`src/rtl/stream_arbiter_pkg.sv`:
```
// Shared types and helpers for the QoS grant scheduler.
package stream_arbiter_pkg;

  typedef enum logic {
    IDLE = 1'b0,
    LOCK = 1'b1
  } sched_state_e;

  // Width needed to hold an age counter that saturates at age_limit.
  function automatic int age_width(input int age_limit);
    return (age_limit < 1) ? 1 : $clog2(age_limit + 1);
  endfunction

endpackage

```
`src/rtl/qos_prio_select.sv`:
```
// Combinational winner pick: starving requesters first (round-robin), else
// highest QoS with round-robin tie-break starting after rr_ptr.
module qos_prio_select
  import stream_arbiter_pkg::*;
#(
  parameter int STREAM_COUNT = 2,
  parameter int T_QOS__WIDTH = 4,
  parameter int T_ID___WIDTH = $clog2(STREAM_COUNT)
) (
  input  logic [STREAM_COUNT-1:0] req,
  input  logic [T_QOS__WIDTH-1:0] qos [STREAM_COUNT-1:0],
  input  logic [STREAM_COUNT-1:0] starving,
  input  logic [T_ID___WIDTH-1:0] rr_ptr,
  output logic [T_ID___WIDTH-1:0] winner_id,
  output logic                    found
);

  localparam logic [T_ID___WIDTH-1:0] LAST_ID = T_ID___WIDTH'(STREAM_COUNT - 1);

  logic                    any_starving;
  logic                    cand;
  logic [T_ID___WIDTH-1:0] idx;
  logic [T_QOS__WIDTH-1:0] best_qos;

  // Walking in round-robin order and only replacing on strictly higher QoS
  // makes the first candidate in that order win every tie.
  always_comb begin
    any_starving = |(req & starving);
    found        = 1'b0;
    winner_id    = '0;
    best_qos     = '0;
    cand         = 1'b0;
    idx          = rr_ptr;
    for (int k = 0; k < STREAM_COUNT; k++) begin
      if (idx == LAST_ID) begin
        idx = '0;
      end else begin
        idx = idx + 1'b1;
      end
      cand = any_starving ? (req[idx] && starving[idx]) : req[idx];
      if (cand && (!found || (!any_starving && (qos[idx] > best_qos)))) begin
        found     = 1'b1;
        winner_id = idx;
        best_qos  = qos[idx];
      end
    end
  end

endmodule

```
`src/rtl/qos_grant_scheduler.sv`:
```
// Packet-level grant scheduler: picks one stream per packet by QoS with
// anti-starvation ageing, and holds the grant until the last beat is accepted.
module qos_grant_scheduler
  import stream_arbiter_pkg::*;
#(
  parameter int STREAM_COUNT = 2,
  parameter int T_QOS__WIDTH = 4,
  parameter int AGE_LIMIT    = 15,
  parameter int T_ID___WIDTH = $clog2(STREAM_COUNT)
) (
  input  logic                    clk_i,
  input  logic                    rst_n,
  input  logic [STREAM_COUNT-1:0] req_i,
  input  logic [T_QOS__WIDTH-1:0] qos_i [STREAM_COUNT-1:0],
  input  logic                    xfer_i,
  input  logic                    last_i,
  output logic [STREAM_COUNT-1:0] grant_o,
  output logic [T_ID___WIDTH-1:0] grant_id_o,
  output logic                    grant_valid_o
);

  localparam int                      AGE_W   = age_width(AGE_LIMIT);
  localparam logic [AGE_W-1:0]        AGE_MAX = AGE_W'(AGE_LIMIT);
  localparam logic [T_ID___WIDTH-1:0] RR_INIT = T_ID___WIDTH'(STREAM_COUNT - 1);

  sched_state_e            state_reg, state_next;
  logic [STREAM_COUNT-1:0] grant_reg, grant_next;
  logic [T_ID___WIDTH-1:0] grant_id_reg, grant_id_next;
  logic [T_ID___WIDTH-1:0] rr_ptr_reg, rr_ptr_next;
  logic [AGE_W-1:0]        age_reg [STREAM_COUNT];

  logic [STREAM_COUNT-1:0] starving;
  logic [STREAM_COUNT-1:0] grant_now;
  logic [T_ID___WIDTH-1:0] winner_id;
  logic                    winner_found;

  genvar gi;
  generate
    for (gi = 0; gi < STREAM_COUNT; gi++) begin : g_stream
      assign starving[gi]  = (age_reg[gi] == AGE_MAX);
      assign grant_now[gi] = (state_reg == IDLE) && winner_found &&
                             (winner_id == T_ID___WIDTH'(gi));

      // Age only accumulates while genuinely waiting; holding the grant keeps it at 0.
      always_ff @(posedge clk_i or negedge rst_n) begin
        if (!rst_n) begin
          age_reg[gi] <= '0;
        end else if (!req_i[gi] || grant_reg[gi] || grant_now[gi]) begin
          age_reg[gi] <= '0;
        end else if (age_reg[gi] != AGE_MAX) begin
          age_reg[gi] <= age_reg[gi] + 1'b1;
        end
      end
    end
  endgenerate

  qos_prio_select #(
    .STREAM_COUNT (STREAM_COUNT),
    .T_QOS__WIDTH (T_QOS__WIDTH),
    .T_ID___WIDTH (T_ID___WIDTH)
  ) u_prio_select (
    .req       (req_i),
    .qos       (qos_i),
    .starving  (starving),
    .rr_ptr    (rr_ptr_reg),
    .winner_id (winner_id),
    .found     (winner_found)
  );

  always_comb begin
    state_next    = state_reg;
    grant_next    = grant_reg;
    grant_id_next = grant_id_reg;
    rr_ptr_next   = rr_ptr_reg;
    case (state_reg)
      IDLE: begin
        if (winner_found) begin
          state_next    = LOCK;
          grant_next    = grant_now;
          grant_id_next = winner_id;
          rr_ptr_next   = winner_id;
        end
      end
      LOCK: begin
        if (xfer_i && last_i) begin
          state_next = IDLE;
          grant_next = '0;
        end
      end
      default: begin
        state_next = IDLE;
        grant_next = '0;
      end
    endcase
  end

  always_ff @(posedge clk_i or negedge rst_n) begin
    if (!rst_n) begin
      state_reg    <= IDLE;
      grant_reg    <= '0;
      grant_id_reg <= '0;
      rr_ptr_reg   <= RR_INIT;
    end else begin
      state_reg    <= state_next;
      grant_reg    <= grant_next;
      grant_id_reg <= grant_id_next;
      rr_ptr_reg   <= rr_ptr_next;
    end
  end

  assign grant_o       = grant_reg;
  assign grant_id_o    = grant_id_reg;
  assign grant_valid_o = (state_reg == LOCK);

endmodule

```
`config.mk`:
```
export PLATFORM = sky130hd
export DESIGN_NAME = qos_grant_scheduler
export DESIGN_NICKNAME = d
export VERILOG_FILES = /design/src/rtl/stream_arbiter_pkg.sv /design/src/rtl/qos_prio_select.sv /design/src/rtl/qos_grant_scheduler.sv
export SDC_FILE = /design/constraint.sdc
export NUM_CORES = 1
export LEC_CHECK = 0
export CAP_MARGIN = 20
export CORE_MARGIN = 10
export CORE_UTILIZATION = 35
export DETAILED_ROUTE_END_ITERATION = 6
export PLACE_DENSITY = 0.61
export SLEW_MARGIN = 15
export SYNTH_ARGS = -nofsm -noshare
export SYNTH_HDL_FRONTEND = slang
export SYNTH_HIERARCHICAL = 1
export SYNTH_SLANG_ARGS = --single-unit
```
`constraint.sdc`:
```
create_clock -name clk_i -period 2.8 [get_ports clk_i]
set_input_delay 0.42 -clock clk_i [delete_from_list [all_inputs] [get_ports clk_i]]
set_output_delay 0.42 -clock clk_i [all_outputs]
set_load 0.05 [all_outputs]
```
Word level (Yosys, flattened, before mapping)
Index checks and enable logic that the tools add are counted.
{ "totals": {"ff_bits": 13, "inputBits": 14, "output_inout_bits": 4, "elab_cells": 75} }
{ "op_classes": {"add_sub_neg": 4, "order_cmp": 3, "n_eq_ne": 6, "n_mux": 31, "bitwise_logic": 3, "reduce_logical": 22} }
{ "ops": {"columns": ["cell", "n"], "rows": [
  ["$mux W4", 9],
  ["$mux W1", 18],
  ["$add A4 B1 Y4 const B", 2],
  ["$eq A4 B4 Y1 const B", 2],
  ["$logic_and A1 B1 Y1", 8],
  ["$ne A4 B4 Y1 const B", 2],
  ["$logic_or A1 B1 Y1", 5],
  ["$gt A4 B4 Y1", 1],
  ["$logic_not A1 Y1", 4],
  ["$lt A1 B2 Y1 const B", 2],
  ["$mux W2", 2],
  ["$pmux W2 S2", 1],
  ["$reduce_and A2 Y1", 2],
  ["$reduce_bool A2 Y1", 2],
  ["$add A1 B1 Y1 const B", 2],
  ["$and A2 B2 Y2", 1],
  ["$ne A2 B1 Y1 const B", 1],
  ["$ne A2 B2 Y1 const B", 1],
  ["$not A1 Y1", 2],
  ["$pmux W1 S2", 1],
  ["$reduce_or A2 Y1", 1]
]} }

Longest topological paths before layout
{ "logic_depth": {"ltp_word": 16, "mapped_depth": 15, "mapped_depth_nobuf": 14} }

Modules after synthesis
The synthesis kept the hierarchy.
{ "modules_own_cells": {"columns": ["mod", "n_inst", "cells_per_inst", "area_each_um2", "seq_area_each_um2"], "rows": [
  ["qos_grant_scheduler", 1, 62, 658.1, 326.6],
  ["qos_prio_select", 1, 31, 249.0, 0.0]
]} }

Worst setup path before layout
OpenSTA, ideal clock, no wires.
{ "synth_timing": {"path_type": "reg2reg", "startpoint": "reg age_reg[4] (netlist bit)", "endpoint": "reg age_reg[2] (netlist bit)", "setup_time_ps": 80, "arrival_time_ps": 2838, "required_time_ps": 2720, "slack_ps": -118, "path_stages_with_launch": 16, "n_path_buf": 2, "period_less_slack_ps": 2918, "cell_sequence": "dfrtp_1 > ha_1 > and3_1 > buf_2 > nand3b_1 > and3_4 > buf_6 > a22o_1 > ha_1 > nand4_1 > nand3_1 > a211o_1 > and3_1 > nand3b_2 > nand3b_4 > nor3_2"} }
{ "synth_via": {"word_cells_on_any_way": 27, "classes_between": "order compare (1); eq/ne (1); mux (12); bitwise (1); reduce/logical (12)"} }
{ "synth_rtl": {"columns": ["item", "line", "source"], "rows": [
  ["from (decl)", "qos_grant_scheduler.sv:30", "logic [AGE_W-1:0] age_reg [STREAM_COUNT];"],
  ["from (signal, indexed assignment)", "qos_grant_scheduler.sv:51", "age_reg[gi] <= age_reg[gi] + 1'b1;"],
  ["$eq A4 B4 Y1 (*)", "qos_grant_scheduler.sv:40", "assign starving[gi] = (age_reg[gi] == AGE_MAX);"],
  ["via starving[0]", "qos_grant_scheduler.sv:32", "logic [STREAM_COUNT-1:0] starving;"],
  ["$mux W1 (implied by the code) (2 in a row)", "qos_prio_select.sv:40", "cand = any_starving ? (req[idx] && starving[idx]) : req[idx];"],
  ["$logic_and A1 B1 Y1", "qos_prio_select.sv:40", null],
  ["$mux W1", "qos_prio_select.sv:40", null],
  ["$mux W4", "qos_prio_select.sv:41", "if (cand && (!found || (!any_starving && (qos[idx] > best_qos)))) begin"],
  ["$gt A4 B4 Y1", "qos_prio_select.sv:41", null],
  ["$logic_and A1 B1 Y1", "qos_prio_select.sv:41", null],
  ["$logic_or A1 B1 Y1", "qos_prio_select.sv:41", null],
  ["$logic_and A1 B1 Y1", "qos_prio_select.sv:41", null],
  ["$mux W1 (*)", "qos_prio_select.sv:41", null],
  ["via winner_id", "qos_grant_scheduler.sv:34", "logic [T_ID___WIDTH-1:0] winner_id;"],
  ["$logic_and A1 B1 Y1 (*)", "qos_grant_scheduler.sv:41", "assign grant_now[gi] = (state_reg == IDLE) && winner_found &&"],
  ["$logic_or A1 B1 Y1 (*)", "qos_grant_scheduler.sv:48", "end else if (!req_i[gi] || grant_reg[gi] || grant_now[gi]) begin"],
  ["$mux W4 / $reduce_bool A2 Y1 (equally long branches)", null, null]
]} }
The timed path passes the listed nets; every way through them passes the cells marked *. The select of a mux whose other input is x is not followed.
A chain may end at the register's enable or synchronous reset.

Worst setup path after layout
{ "layout_timing": {"startpoint": "reg age_reg[4] (netlist bit)", "endpoint": "reg age_reg[6] (netlist bit)"} }
{ "layout_via": {"elab_chain_len": 15, "word_cells_on_any_way": 31, "classes_between": "add/sub (1); order compare (1); eq/ne (2); mux (13); bitwise (2); reduce/logical (12)"} }
{ "layout_rtl": {"columns": ["item", "line", "source"], "rows": [
  ["$eq A4 B4 Y1 (*)", "qos_grant_scheduler.sv:40", null],
  ["$mux W1 (implied by the code) (2 in a row)", "qos_prio_select.sv:40", null],
  ["$logic_and A1 B1 Y1", "qos_prio_select.sv:40", null],
  ["$mux W1", "qos_prio_select.sv:40", null],
  ["$mux W4", "qos_prio_select.sv:41", null],
  ["$gt A4 B4 Y1", "qos_prio_select.sv:41", null],
  ["$logic_and A1 B1 Y1", "qos_prio_select.sv:41", null],
  ["$logic_or A1 B1 Y1", "qos_prio_select.sv:41", null],
  ["$logic_and A1 B1 Y1", "qos_prio_select.sv:41", null],
  ["$mux W1 (*)", "qos_prio_select.sv:41", null],
  ["via winner_id", "qos_grant_scheduler.sv:34", null],
  ["$not A1 Y1 (*)", "qos_grant_scheduler.sv:42", "(winner_id == T_ID___WIDTH'(gi));"],
  ["$logic_and A1 B1 Y1 (*)", "qos_grant_scheduler.sv:41", null],
  ["$logic_or A1 B1 Y1 (*)", "qos_grant_scheduler.sv:48", null],
  ["$mux W4 / $reduce_bool A2 Y1 (equally long branches)", null, null]
]} }
Marks and branches as above.

==> flow_summary.json <==
{
  "clock-sinks": 13,
  "area_growth_pct": 44.3,
  "grt_pass1_vias": 829,
  "clk_latency_ps": 290,
  "synth-seq-cells": 13,
  "via_count": 792,
  "wl_per_cell_um": 13.8,
  "dp_hpwl_um": 1590,
  "fin_nets": 146,
  "grt_usage_pct": 8.53,
  "drc": 0,
  "post-route-min-period_ps": 2690,
  "largest_reg_flops": 8,
  "start_util_pct": 36.6,
  "critPathMostFrequentCell": "and3_4",
  "cts-root-buf": "clkbuf_4",
  "layout_common_cells": "clkdlybuf4s50_1, buf_4, dfrtp_1",
  "crit_type": "register to register",
  "postSynthAreaPerCell_um2": 9.75,
  "clk_pin_slew_ps": 80,
  "firstDrtPassIters": 3,
  "p_clk_share_pct": 12.4,
  "ir_worst_vdd_v": 0.000490,
  "cpPeakStageDelay_ps": 380,
  "timing.rr.start": "age_reg[4]",
  "drt-total-wl_um": 2140,
  "synthArstFlopShare_pct": 100,
  "r2r_setup_slack_ps": 110,
  "grt_max_degree": 14,
  "cts_buffer_depth": 2,
  "final_common_cell": "clkdlybuf4s50_1",
  "critPathSlowestCell": "dfrtp_1",
  "tns_ps": 0,
  "netSwitchingFraction_pct": 42.6,
  "yosysSeqAreaShare_pct": 36.0,
  "slew_viol_final": 0,
  "core_um2": 2480,
  "outcome": "complete, no violations",
  "critPathArrivalTime_ps": 2870,
  "hold_path_class": "register to register",
  "worst_pin_slew_ps": 576,
  "io_buffers": 17,
  "utilization_pct": 52.8,
  "power_density_nw_per_um2": 754,
  "placementRows": 18,
  "die_w_um": 70.9,
  "die_y_um": 70.9,
  "ant_nets": 0,
  "synth_edf_count": 0,
  "net-switching-power_w": 0.000421,
  "die_area_um2": 5030,
  "cts_tree": "yes",
  "p_leak_nw": 0.579,
  "r2r_cells": 12,
  "crit_path_start_kind": "register",
  "end_kind": "register",
  "crit_family": "simple AND/OR/NAND/NOR gates",
  "cp-endpoint": "age_reg[6]",
  "cts_buffers": 3,
  "synth_area_um2": 907,
  "synth_warnings": 6,
  "fin_skew_ps": 3.97,
  "p_int_w": 0.000567,
  "reg2reg_to": "age_reg[6]",
  "holdBufCountCts": 0,
  "fmax_ghz": 0.371,
  "synthCells": 93,
  "relSlewSlack_pct": 61.5,
  "grt_first_pass_wirelength_um": 3530,
  "synth_nets": 113,
  "yosys.cell_types.count": 36,
  "period_share_pct": 96.2,
  "max_cap_violations": 0,
  "ys.flop_type": "dfrtp_1",
  "antenna_found_initial": 0,
  "antenna_cells": 0,
  "setup_viol": 0,
  "comb_power_share_pct": 55.9,
  "crit_buf_inv": 0,
  "hold_viol": 0,
  "seqPwrFrac_pct": 31.8,
  "crit_path_max_fanout": 5,
  "critPathRequiredTime_ps": 2970,
  "crit_path_start": "age_reg[4]",
  "layout-drive-gt1-share_pct": 33.6,
  "globalplace.congestion": 0.803,
  "viasPerCell": 5.11,
  "first_iter_violations": 22,
  "worst-path-stages": 12,
  "overflow": 0,
  "io_pins": 18,
  "cp_cell_sequence": "ha_2 > and3_4 > nand3b_1 > and3_4 > a22oi_2 > ha_1 > nor2b_4 > o211ai_1 > a211o_1 > and3_4 > o21ai_4 > nor3_1",
  "h-tree-depth": 1
}
## worst reg2reg max path, cell delays in order (launching register included)
cell and delay [ps]:
dfrtp_1 380, ha_2 210, and3_4 200, nand3b_1 130, and3_4 240, a22oi_2 60
ha_1 300, nor2b_4 130, o211ai_1 130, a211o_1 310, and3_4 210, o21ai_4 210
nor3_1 90
## synth_stat cells, drive strengths merged, types with 2 or more instances
master,n,area [µm²]
nand3b,4,46.3
nor3b,2,15.0
mux2,3,33.8
ha,6,75.1
nor2,8,30.0
a21oi,2,13.8
nor3,4,30.0
o21ai,4,23.8
buf,4,32.5
a22oi,3,22.5
a31oi,2,12.5
and3,4,30.0
nand2,11,41.3
mux2i,5,50.1
nor2b,3,26.3
nand3,6,30.0
dfrtp,12,300
## kinds of logic (layout without fill, tap and decap cells)
family                     Yosys count  count (layout)  synth area share [%]
buffers and inverters                5              37                  4.00
DFF                                 13              13                  36.0
AOI/OAI and AO/OA                   14              14                  10.8
and+or+nand+nor                     45              45                  29.8
muxes                                8               8                  9.24
xor gates and xnor gates             2               2                  1.93
adders and majority gates            6               6                  8.28
## power groups by stage
stage          logic [W]  clock network [W]  registers (W)
2_1_floorplan   0.000263                  0       0.000391
3_3_place_gp    0.000483                  0       0.000315
3_5_place_dp    0.000492                  0       0.000318
4_1_cts         0.000495           0.000126       0.000315
5_1_grt         0.000604           0.000134       0.000326
6_report        0.000552           0.000122       0.000314
## through the flow
step           total power (W)  setup slack, ps  area (µm²)  hold slack [ps]  std cells
2_1_floorplan         0.000654            -7.51         923              124         93
3_3_place_gp          0.000798            -62.8        1170              465        146
3_5_place_dp          0.000810             -101        1170              462        146
4_1_cts               0.000935             10.9        1200              491        150
5_1_grt                0.00106            -33.2        1310              516        155
6_report              0.000987              107        1310              482        155
## repair_timing
action | in CTS | in global routing
gates resized for setup | 0 | 18
endpoints found under the hold margin | 0 | 0
buffers inserted | 0 | 5
setup endpoints to repair | 0 | 12
## routing by layer
| metal | wire [µm] | vias up | track usage (%) | part of all wire (%) |
|---|---|---|---|---|
| met5 | 0 | - | 0 | 0 |
| met4 | 55 | 0 | 5.81 | 2.6 |
| met3 | 175 | 5 | 3.91 | 8.2 |
| met2 | 948 | 20 | 13.1 | 44 |
| met1 | 963 | 368 | 9.20 | 45 |
| li1 | - | 399 | - | - |
## how the worst min path moves through the flow
stage	slack, ps	startpoint	endpoint	cells after the start
floorplan	120	rst_n	age_reg[0]	0
global placement	460	grant_id_o	grant_id_o	2
finish	480	grant_id_o	grant_id_o	2
detailed placement	460	grant_id_o	grant_id_o	2
global route	520	grant_id_o	grant_id_o	2
CTS	490	grant_id_o	grant_id_o	2
## area by class of cell
cell class	count	area [µm²]
fill	241	1170
multi-input combinational	75	632
sequential	13	327
timing repair buffer	32	283
tap	30	37.5
clock buffer	4	26.3
inverter	1	3.75
(Power assumes the default switching activity.)
